--- src/rtl/conv2_sched_if.sv ---
// Handshake and control bundle between the conv2 scheduler and its operand
// buffers, filter datapath and downstream result sink.
interface conv2_sched_if #(
  parameter int RW = 4,
  parameter int CW = 4,
  parameter int FW = 4
);
  logic          start;
  logic [1:0]    mode;
  logic          busy;
  logic          done;
  logic          fetch_req;
  logic          fetch_ack;
  logic [RW-1:0] win_row;
  logic [CW-1:0] win_col;
  logic [FW-1:0] filt_idx;
  logic          filt_clr;
  logic          filt_we;
  logic [1:0]    sel;
  logic          and_control;
  logic          res_valid;
  logic          res_ready;

  modport master (
    input  start, mode, fetch_ack, res_ready,
    output busy, done, fetch_req, win_row, win_col, filt_idx,
           filt_clr, filt_we, sel, and_control, res_valid
  );

  modport slave (
    output start, mode, fetch_ack, res_ready,
    input  busy, done, fetch_req, win_row, win_col, filt_idx,
           filt_clr, filt_we, sel, and_control, res_valid
  );
endinterface

--- src/rtl/conv2_sched.sv ---
// Sequencer for the conv2 filter datapath: walks every (row, col, filter)
// triple, fetching operands, strobing the datapath and emitting results.
module conv2_sched #(
  parameter int OUT_H  = 8,
  parameter int OUT_W  = 8,
  parameter int N_FILT = 16,
  parameter int RW     = 4,
  parameter int CW     = 4,
  parameter int FW     = 4
) (
  input  logic          CLK,
  input  logic          CLR,
  conv2_sched_if.master bus
);

  typedef enum logic [2:0] {
    IDLE,
    CLEAR,
    FETCH,
    COMPUTE,
    EMIT,
    DONE
  } state_t;

  localparam logic [RW-1:0] ROW_MAX  = RW'(OUT_H - 1);
  localparam logic [CW-1:0] COL_MAX  = CW'(OUT_W - 1);
  localparam logic [FW-1:0] FILT_MAX = FW'(N_FILT - 1);

  state_t        state;
  state_t        state_nxt;
  logic [RW-1:0] row;
  logic [CW-1:0] col;
  logic [FW-1:0] filt;
  logic [1:0]    sel_q;

  logic filt_last;
  logic col_last;
  logic row_last;
  logic triple_last;
  logic start_go;
  logic emit_done;

  logic busy_c;
  logic done_c;
  logic fetch_req_c;
  logic filt_clr_c;
  logic filt_we_c;
  logic and_control_c;
  logic res_valid_c;

  assign filt_last   = (filt == FILT_MAX);
  assign col_last    = (col == COL_MAX);
  assign row_last    = (row == ROW_MAX);
  assign triple_last = filt_last && col_last && row_last;
  assign start_go    = (state == IDLE) && bus.start;
  assign emit_done   = (state == EMIT) && bus.res_ready;

  always_ff @(posedge CLK) begin
    if (CLR) begin
      state <= IDLE;
    end else begin
      state <= state_nxt;
    end
  end

  // Moore outputs: every strobe is a pure function of the current state,
  // so a stall simply holds the state and with it every output.
  always_comb begin
    state_nxt     = state;
    busy_c        = 1'b1;
    done_c        = 1'b0;
    fetch_req_c   = 1'b0;
    filt_clr_c    = 1'b0;
    filt_we_c     = 1'b0;
    and_control_c = 1'b0;
    res_valid_c   = 1'b0;
    case (state)
      IDLE: begin
        busy_c = 1'b0;
        if (bus.start) begin
          state_nxt = CLEAR;
        end
      end
      CLEAR: begin
        filt_clr_c = 1'b1;
        state_nxt  = FETCH;
      end
      FETCH: begin
        fetch_req_c = 1'b1;
        if (bus.fetch_ack) begin
          state_nxt = COMPUTE;
        end
      end
      COMPUTE: begin
        filt_we_c     = 1'b1;
        and_control_c = 1'b1;
        state_nxt     = EMIT;
      end
      EMIT: begin
        res_valid_c = 1'b1;
        if (bus.res_ready) begin
          state_nxt = triple_last ? DONE : FETCH;
        end
      end
      DONE: begin
        done_c    = 1'b1;
        state_nxt = IDLE;
      end
      default: begin
        busy_c    = 1'b0;
        state_nxt = IDLE;
      end
    endcase
  end

  // Filter index is innermost; a wrap carries into column, then row.
  // Advancing past the last triple wraps everything back to zero.
  always_ff @(posedge CLK) begin
    if (CLR) begin
      row   <= '0;
      col   <= '0;
      filt  <= '0;
      sel_q <= 2'b00;
    end else if (start_go) begin
      row   <= '0;
      col   <= '0;
      filt  <= '0;
      sel_q <= bus.mode;
    end else if (state == DONE) begin
      row  <= '0;
      col  <= '0;
      filt <= '0;
    end else if (emit_done) begin
      if (filt_last) begin
        filt <= '0;
        if (col_last) begin
          col <= '0;
          if (row_last) begin
            row <= '0;
          end else begin
            row <= row + 1'b1;
          end
        end else begin
          col <= col + 1'b1;
        end
      end else begin
        filt <= filt + 1'b1;
      end
    end
  end

  assign bus.busy        = busy_c;
  assign bus.done        = done_c;
  assign bus.fetch_req   = fetch_req_c;
  assign bus.filt_clr    = filt_clr_c;
  assign bus.filt_we     = filt_we_c;
  assign bus.and_control = and_control_c;
  assign bus.res_valid   = res_valid_c;
  assign bus.sel         = sel_q;
  assign bus.win_row     = row;
  assign bus.win_col     = col;
  assign bus.filt_idx    = filt;

endmodule

--- src/flat_wrapper.sv ---
// flat-port wrapper written by rule: the top's interface ports become plain ports
module conv2_sched_flat 
#(
  parameter int OUT_H  = 8,
  parameter int OUT_W  = 8,
  parameter int N_FILT = 16,
  parameter int RW     = 4,
  parameter int CW     = 4,
  parameter int FW     = 4
)
  (CLK, CLR, bus_start, bus_mode, bus_fetch_ack, bus_res_ready, bus_busy, bus_done, bus_fetch_req, bus_win_row, bus_win_col, bus_filt_idx, bus_filt_clr, bus_filt_we, bus_sel, bus_and_control, bus_res_valid);
  conv2_sched_if #(.RW(RW), .CW(CW), .FW(FW)) bus_i ();
  input  logic CLK;
  input  logic CLR;
  input wire logic [$bits(bus_i.start)-1:0] bus_start;
  input wire logic [$bits(bus_i.mode)-1:0] bus_mode;
  input wire logic [$bits(bus_i.fetch_ack)-1:0] bus_fetch_ack;
  input wire logic [$bits(bus_i.res_ready)-1:0] bus_res_ready;
  output wire logic [$bits(bus_i.busy)-1:0] bus_busy;
  output wire logic [$bits(bus_i.done)-1:0] bus_done;
  output wire logic [$bits(bus_i.fetch_req)-1:0] bus_fetch_req;
  output wire logic [$bits(bus_i.win_row)-1:0] bus_win_row;
  output wire logic [$bits(bus_i.win_col)-1:0] bus_win_col;
  output wire logic [$bits(bus_i.filt_idx)-1:0] bus_filt_idx;
  output wire logic [$bits(bus_i.filt_clr)-1:0] bus_filt_clr;
  output wire logic [$bits(bus_i.filt_we)-1:0] bus_filt_we;
  output wire logic [$bits(bus_i.sel)-1:0] bus_sel;
  output wire logic [$bits(bus_i.and_control)-1:0] bus_and_control;
  output wire logic [$bits(bus_i.res_valid)-1:0] bus_res_valid;
  assign bus_i.start = bus_start;
  assign bus_i.mode = bus_mode;
  assign bus_i.fetch_ack = bus_fetch_ack;
  assign bus_i.res_ready = bus_res_ready;
  assign bus_busy = bus_i.busy;
  assign bus_done = bus_i.done;
  assign bus_fetch_req = bus_i.fetch_req;
  assign bus_win_row = bus_i.win_row;
  assign bus_win_col = bus_i.win_col;
  assign bus_filt_idx = bus_i.filt_idx;
  assign bus_filt_clr = bus_i.filt_clr;
  assign bus_filt_we = bus_i.filt_we;
  assign bus_sel = bus_i.sel;
  assign bus_and_control = bus_i.and_control;
  assign bus_res_valid = bus_i.res_valid;
  conv2_sched #(.OUT_H(OUT_H), .OUT_W(OUT_W), .N_FILT(N_FILT), .RW(RW), .CW(CW), .FW(FW)) u_core (.CLK(CLK), .CLR(CLR), .bus(bus_i));
endmodule
--- config.mk ---
export PLATFORM = sky130hd
export DESIGN_NAME = conv2_sched_flat
export DESIGN_NICKNAME = d
export VERILOG_FILES = /design/src/rtl/conv2_sched_if.sv /design/src/rtl/conv2_sched.sv /design/src/flat_wrapper.sv
export SDC_FILE = /design/constraint.sdc
export NUM_CORES = 1
export LEC_CHECK = 0
export ABC_AREA = 1
export CORE_UTILIZATION = 51
export DETAILED_ROUTE_END_ITERATION = 10
export GPL_TIMING_DRIVEN = 0
export PLACE_DENSITY = 0.84
export SLEW_MARGIN = 20
export SYNTH_ARGS = -nofsm -noshare
export SYNTH_HDL_FRONTEND = slang
export SYNTH_SLANG_ARGS = --single-unit
--- constraint.sdc ---
create_clock -name CLK -period 2.1 [get_ports CLK]
set_clock_uncertainty 0.15 [all_clocks]
set_input_delay 0.42 -clock CLK [delete_from_list [all_inputs] [get_ports CLK]]
set_output_delay 0.42 -clock CLK [all_outputs]
set_load 0.03 [all_outputs]
# Yosys cells after proc, flatten, opt, wreduce, memory -nomap -nowiden
# Index checks and enable logic that the tools add are counted.
dict set report word_totals {
  ff_bits 17
  latch_bits 0
  ram_bits 0
  romBits 0
  in_bits 7
  output_inout_bits 21
  wordCells 43
  memories 0
}
dict set report classes {
  add_sub_neg 3
  mul 0
  n_div 0
  order_cmp 0
  eq_ne 11
  shifts 0
  muxes 14
  bitwise_logic 0
  reduce_logical 10
}
# cell count
set ops {}
lappend ops {{one-hot mux 3 bit (5 select lines)} 1}
lappend ops {{adder 4 x 1 -> 4 bit (second input constant)} 3}
lappend ops {{two-way mux 3 bit} 4}
lappend ops {{two-way mux 4 bit} 3}
lappend ops {{equality test 4 x 3 -> 1 bit (second input constant)} 2}
lappend ops {{equality test 3 x 2 -> 1 bit (second input constant)} 2}
lappend ops {{equality test 3 bit (second input constant)} 2}
lappend ops {{two-way mux 1 bit} 6}
lappend ops {{!= test 2 bit (second input constant)} 3}
lappend ops {{AND reduction 3 bit} 2}
lappend ops {{OR reduction 5 bit} 1}
lappend ops {{equality test 4 bit (second input constant)} 1}
lappend ops {{logical AND 1 bit} 4}
lappend ops {{equality test 3 x 1 -> 1 bit (second input constant)} 1}
lappend ops {{logical NOT 3 bit} 1}
lappend ops {{OR reduction 3 bit} 1}
lappend ops {{AND reduction 2 bit} 1}

# Logic depth before layout (Yosys ltp)
# Gate-level depths: netlist of the first run.
dict set report depth {
  depth_word 6
  depth_mapped 8
  depth_no_buf 8
}

# Worst setup path before layout of the first run
# OpenSTA, ideal clock, no wires.
dict set report synth_path {
  kind {register to register}
  from {reg u_core.filt[0], in the netlist u_core.bus.filt_idx[0]}
  to {reg u_core.row[2], in the netlist u_core.bus.win_row[2]}
  setup_time_ps 66
  t_arrival_ps 1440
  required_time_ps 1884
  slack_ps 444
  path_stages_with_launch 6
  n_path_buf 0
  period_less_slack_ps 1656
  path_cell_list {dfxtp_1 -> ha_1 -> nand3_2 -> nor3_4 -> nand3_2 -> a21oi_2}
}
dict set report synth_between {
  elab_chain_len 2
}
# item line
set synth_lines {}
lappend synth_lines {{start: declaration} conv2_sched.sv:33} ;# logic [FW-1:0] filt;
lappend synth_lines {{start signal: assignment} conv2_sched.sv:147} ;# filt <= filt + 1'b1;
lappend synth_lines {{equality test 4 bit} conv2_sched.sv:51} ;# assign filt_last = (filt == FILT_MAX);
lappend synth_lines {{AND reduction 3 bit (no source line)} n/a}
lappend synth_lines {{end signal: assignment} conv2_sched.sv:141} ;# row <= row + 1'b1;
lappend synth_lines {{end: declaration} conv2_sched.sv:31} ;# logic [RW-1:0] row;
# No other way between the ends.
# A chain may end at the register's enable or synchronous reset.

# Worst setup path in the final report of the first run
dict set report layout_path {
  from {reg u_core.state[1]}
  to {out bus_res_valid}
}
dict set report layout_between {
  elab_chain_len 2
}
# item line
set layout_lines {}
lappend layout_lines {{start: declaration} conv2_sched.sv:29} ;# state_t state;
lappend layout_lines {{start signal: assignment} conv2_sched.sv:62} ;# state <= state_nxt;
lappend layout_lines {{equality test 3 bit} conv2_sched.sv:77} ;# case (state)
lappend layout_lines {{two-way mux 1 bit} conv2_sched.sv:77}
lappend layout_lines {{end: declaration} flat_wrapper.sv:29} ;# output wire logic [$bits(bus_i.res_valid)-1:0] bus_res_valid;
# No other way between the ends.

==> results.py, run 1 <==
metrics = {
    "min_path": {
        "hp-class": "register to register",
    },
    "timing": {
        "max_freq_mhz": 502,
        "fin_tns_setup_ns": 0,
        "slew_viol_final": 0,
        "tightest_slew_ns": 0.371,
        "rsz0062_at_grt": "no",
        "setup_viol": 0,
        "fin_crit_sh": 0.949,
        "min_period_ns": 1.99,
        "slew_headroom": 0.751,
        "hold_viol_final": 0,
    },
    "setup_path": {
        "max_stage_delay_ns": 0.37,
        "cp.required_ns": 1.53,
        "cp-end-kind": "primary output",
        "cp_max_fo": 9,
        "arrival_ns": 1.42,
        "crit_type": "register to primary output",
        "path_delay_family": "buffers and inverters",
        "cp-start-kind": "register",
        "cp_cell_sequence": "buf_6, nor2_4, nand2_1, inv_1, clkdlybuf4s15_1",
        "crit_path_top_delay_cell": "clkdlybuf4s15_1",
        "critPathBufInv": 3,
    },
    "finish": {
        "final_cell_mix": "29 x nand2_1, 20 x clkdlybuf4s50_1, 15 x inv_1, 15 x dfxtp_1, 14 x nand3_1",
        "antennaDiodeCount": 0,
        "drive_gt1_frac": 0.218,
        "final_util": 0.751,
        "area_delta_synth_final_pct": 31.3,
        "layout_commonest_cell": "nand2_1",
        "nets": 176,
    },
    "synth": {
        "netlist-cell-type-count": 27,
        "synth-seq-cells": 17,
        "syn_nets": 144,
        "ys_warn_count": 0,
        "ys_seq_area_frac": 0.327,
        "syn_area_per_cell_um2": 7.77,
        "syn_area_mm2": 0.00104,
        "synthCells": 134,
    },
    "cts": {
        "cts_buffer_depth": 2,
        "cts_tree": "done",
        "cts.hold.buffers_added": 0,
        "cts_sinks": 17,
        "clk_pin_slew_ns": 0.10,
        "htree_levels": 1,
        "cts_made_buffers": 3,
        "clock-root-buffer": "clkbuf_4",
        "clock_latency_ns": 0.30,
    },
    "global_route": {
        "grt_pass1_wl_um": 3590,
        "grt_remaining_overflow": 0,
        "grt_usage": 0.232,
        "grt_max_degree": 11,
        "antenna_found_initial": 0,
        "grt_pass1_vias": 858,
    },
    "floorplanning": {
        "fp.dieH_um": 47.2,
        "initial_core_util": 0.572,
        "coreArea_mm2": 0.00182,
        "rows": 15,
        "ioPinCount": 28,
        "die_x_um": 47.2,
        "dieArea_mm2": 0.00223,
    },
    "pwr": {
        "peakVddDrop_v": 0.000482,
        "leakage_nw": 0.590,
        "p_int_mw": 0.491,
        "power.density_mw_per_mm2": 541,
        "swShare": 0.336,
        "seqPwrFrac": 0.469,
        "clkPwrFrac": 0.233,
        "pwr-share-comb": 0.298,
        "p_switching_mw": 0.248,
    },
    "routing": {
        "drtAntennaViolNets": 0,
        "vias": 969,
        "drt_iter0_drc": 25,
        "wl_per_cell_um": 11.4,
        "vias_per_cell": 5.10,
        "drc": 0,
        "first_pass_iters": 4,
        "wl_um": 2180,
    },
    "placed_design": {
        "dp_hpwl_um": 1730,
        "gp_congestion": 0.820,
        "io_buffers": 27,
    },
    "status": {
        "status": "complete, no violations",
    },
    "run": {
        "maxCapViolCount": 0,
    },
}
-- cell families (layout without fill, tap and decap cells) --
family | after synthesis | count (layout) | synth area share
xor gates and xnor gates | 2 | 2 | 0.0168
AOI/OAI and AO/OA | 19 | 19 | 0.120
and+or+nand+nor | 73 | 73 | 0.401
adders and majority gates | 3 | 3 | 0.0361
buffers and inverters | 20 | 51 | 0.0986
DFF | 17 | 17 | 0.327
-- path summary, 6_finish.rpt --
| kind | start | end | slack, ns | cells past startpoint |
|---|---|---|---|---|
| max reg2reg | u_core.bus.filt_idx[0]$_SDFFE_PP0N_ | u_core.bus.win_row[3]$_SDFFE_PP0P_ | 0.53 | 5 |
| min reg2reg | u_core.bus.sel[0]$_SDFFE_PP0P_ | u_core.bus.sel[0]$_SDFFE_PP0P_ | 0.33 | 2 |
| max | u_core.state[1]$_SDFFE_PP0P_ | bus_res_valid | 0.11 | 5 |
| min | u_core.bus.sel[0]$_SDFFE_PP0P_ | u_core.bus.sel[0]$_SDFFE_PP0P_ | 0.33 | 2 |
-- metrics by stage --
stage	power, mW	cell area (µm²)	hold WS [ns]	setup slack (ns)	std cells
after floorplan	0.509	1040	0.339	0.444	134
after global placement	0.576	1340	0.299	0.0456	186
after detailed placement	0.580	1340	0.311	0.0486	186
after CTS	0.747	1370	0.330	-0.208	190
after global routing	0.777	1370	0.366	0.0232	190
final	0.739	1370	0.326	0.107	190
-- worst min-delay path, cell delays in order, from the launching register on --
cell	delay, ns
dfxtp_1	0.32
nand2_1	0.06
a21oi_1	0.05
-- synth_stat cells --
library cell | number | area (µm²)
a21oi_1 | 7 | 35.0
dfxtp_1 | 17 | 340
or2_2 | 1 | 6.26
buf_4 | 1 | 7.51
nor2_1 | 11 | 41.3
buf_12 | 1 | 20.0
nor3_2 | 3 | 30.0
ha_1 | 3 | 37.5
nand3_1 | 14 | 70.1
o21ai_0 | 4 | 20.0
nand4_1 | 1 | 6.26
nor3_1 | 1 | 5.00
nand2_4 | 2 | 22.5
nor3_4 | 2 | 32.5
o21ai_2 | 1 | 8.76
buf_6 | 1 | 11.3
nor2_4 | 1 | 11.3
nand3_2 | 2 | 20.0
xor2_1 | 2 | 17.5
inv_2 | 2 | 7.51
nand3_4 | 1 | 17.5
inv_1 | 15 | 56.3
nor2_2 | 3 | 18.8
a21oi_2 | 7 | 61.3
nand3b_1 | 1 | 7.51
nand2_1 | 29 | 109
nor2_8 | 1 | 20.0
-- metal layers --
layer | vias to the layer above | track usage | part of all wire
li1 | 501 | - | -
met1 | 444 | 0.277 | 0.45
met2 | 19 | 0.394 | 0.50
met3 | 5 | 0.0692 | 0.040
met4 | 0 | 0.0857 | 0.016
met5 | - | 0 | 0
-- power by group through the flow --
stage	combinational [mW]	clock [mW]	sequential [mW]
5_1_grt	0.240	0.188	0.348
6_report	0.221	0.172	0.346
3_3_place_gp	0.223	0	0.352
4_1_cts	0.221	0.181	0.345
3_5_place_dp	0.228	0	0.353
2_1_floorplan	0.151	0	0.359
-- sequential cells by signal (all words and copies together) (netlist names) --
signal and count:
u_core.bus.filt_idx 4, u_core.bus.win_col 4, u_core.bus.win_row 4, u_core.state 3
u_core.bus.sel 2
-- what timing repair did --
action | CTS | global route
hold endpoints to repair | 0 | 0
gates resized for setup | 8 | 5
setup buffers | 0 | 0
endpoints found under the setup margin | 7 | 5
-- cell type report --
class	instances	area (µm²)
buffer	3	38.8
clock buffer	3	22.5
clock inverter	1	5.00
fill	155	454
inverter	17	63.8
multi-input combinational	97	598
sequential	17	343
tap	25	31.3
timing repair buffer	27	264
Note: power is estimated with default switching activity, not from simulation.
==> run 2, diff against run 1 <==
- SKIP_LAST_GASP: unset -> 1
==> results.py, run 2 (synthesis results as in run 1) <==
metrics = {
    "routing": {
        "drtAntennaViolNets": 0,
        "drt_iter0_drc": 24,
        "first_pass_iters": 4,
        "wl_um": 2190,
        "wl_per_cell_um": 11.5,
        "drc": 0,
        "vias_per_cell": 5.04,
        "vias": 958,
    },
    "setup_path": {
        "crit_type": "register to primary output",
        "cp-start-kind": "register",
        "arrival_ns": 1.43,
        "cp.required_ns": 1.53,
        "cp-end-kind": "primary output",
        "cp_max_fo": 9,
    },
    "finish": {
        "final_util": 0.754,
        "final_cell_mix": "29 x nand2_1, 20 x clkdlybuf4s50_1, 15 x inv_1, 15 x dfxtp_1, 14 x nand3_1",
        "drive_gt1_frac": 0.218,
        "antennaDiodeCount": 0,
        "fillCellCount": 151,
        "finalNonFillerCells": 190,
        "layout_commonest_cell": "nand2_1",
        "area_delta_synth_final_pct": 31.9,
        "nets": 176,
    },
    "pwr": {
        "seqPwrFrac": 0.466,
        "pwr-share-comb": 0.302,
        "peakVddDrop_v": 0.000480,
        "total_power_mw": 0.746,
        "p_int_mw": 0.494,
        "p_switching_mw": 0.252,
        "clkPwrFrac": 0.231,
        "swShare": 0.338,
        "leakage_nw": 0.592,
        "power.density_mw_per_mm2": 543,
    },
    "placed_design": {
        "dp.cells": 186,
        "io_buffers": 27,
        "gp_congestion": 0.820,
        "dp_hpwl_um": 1730,
    },
    "timing": {
        "setup_viol": 0,
        "slew_viol_final": 0,
        "hold_viol_final": 0,
        "fin_crit_sh": 0.951,
        "hold-worst-slack_ns": 0.326,
        "max_freq_mhz": 501,
        "slew_headroom": 0.790,
        "rsz0062_at_grt": "no",
        "tightest_slew_ns": 0.314,
        "min_period_ns": 2.00,
    },
    "floorplanning": {
        "fp.dieH_um": 47.2,
        "coreArea_mm2": 0.00182,
        "die_x_um": 47.2,
        "initial_core_util": 0.572,
        "ioPinCount": 28,
        "rows": 15,
        "dieArea_mm2": 0.00223,
    },
    "global_route": {
        "grt_max_degree": 11,
        "grt_pass1_vias": 857,
        "grt_usage": 0.231,
        "antenna_found_initial": 0,
        "grt_remaining_overflow": 0,
        "grt_pass1_wl_um": 3570,
    },
    "cts": {
        "cts_setup_buffers": 0,
        "cts_made_buffers": 3,
        "clock-root-buffer": "clkbuf_4",
        "cts_sinks": 17,
        "cts_buffer_depth": 2,
        "cts_tree": "done",
        "clk_pin_slew_ns": 0.10,
        "clock_latency_ns": 0.30,
        "cts.hold.buffers_added": 0,
        "htree_levels": 1,
    },
    "min_path": {
        "hp-class": "register to register",
    },
    "status": {
        "status": "complete, no violations",
    },
    "run": {
        "maxCapViolCount": 0,
    },
}
run 2: cell counts in the layout (fill, tap and decap cells not counted):
No cell type changed its count.
run 2: path summary, 6_finish.rpt:
check	depth (start not counted)	from	to	slack (ns)
worst max-delay path	5	u_core.state[1]$_SDFFE_PP0P_	bus_res_valid	0.10
worst min-delay path	2	u_core.bus.sel[0]$_SDFFE_PP0P_	u_core.bus.sel[0]$_SDFFE_PP0P_	0.33
worst max register to register	5	u_core.bus.filt_idx[0]$_SDFFE_PP0N_	u_core.bus.win_row[3]$_SDFFE_PP0P_	0.53
worst min register to register	2	u_core.bus.sel[0]$_SDFFE_PP0P_	u_core.bus.sel[0]$_SDFFE_PP0P_	0.33
run 2: area by class of cell:
class | instances | area [µm²] | share of cell area
inverter | 17 | 63.8 | 0.0465
sequential | 17 | 343 | 0.250
timing repair buffer | 27 | 264 | 0.192
buffer | 3 | 38.8 | 0.0283
clock inverter | 1 | 5.00 | 0.00365
tap | 25 | 31.3 | 0.0228
multi-input combinational | 97 | 604 | 0.440
clock buffer | 3 | 22.5 | 0.0164
run 2: power by group through the flow:
stage	registers, mW	logic (mW)	clock network (mW)
finish	0.348	0.225	0.173
global route	0.350	0.245	0.188
CTS	0.345	0.221	0.181
detailed placement	0.353	0.228	0
global placement	0.352	0.223	0
floorplan	0.359	0.151	0
run 2: layer usage:
metal  vias to the layer above  share of wire  global-route usage
li1                        499              -                   -
met2                        19           0.50               0.389
met1                       435           0.44               0.277
met3                         5          0.037              0.0692
met4                         0          0.015              0.0857
met5                         -              0                   0
run 2: metrics by stage:
| stage | TNS [ns] | setup slack [ns] | instance area, µm² |
|---|---|---|---|
| 4_1_cts | -0.275 | -0.236 | 1360 |
| 3_3_place_gp | 0 | 0.0456 | 1340 |
| 5_1_grt | 0 | 0.0183 | 1370 |
| 2_1_floorplan | 0 | 0.444 | 1040 |
| 3_5_place_dp | 0 | 0.0486 | 1340 |
| 6_report | 0 | 0.103 | 1370 |
run 2: critical path: stages (launching register included):
cell and delay, ns:
dfxtp_1 0.31, buf_6 0.14, nor2_4 0.13, nand2_1 0.08, inv_1 0.10, clkdlybuf4s15_1 0.37
run 2: repair_timing:
item	4_1_cts	5_1_grt
endpoints found under the setup margin	7	5
pin swaps	0	0
resized for setup	7	7
==> run 3, diff against run 2 <==
- ABC_CLOCK_PERIOD_IN_PS: unset -> 2100
- SLEW_MARGIN: 20 -> unset
==> results of run 3 <==
Same layout as run 2: the final DEF is identical, and so are final timing and power.
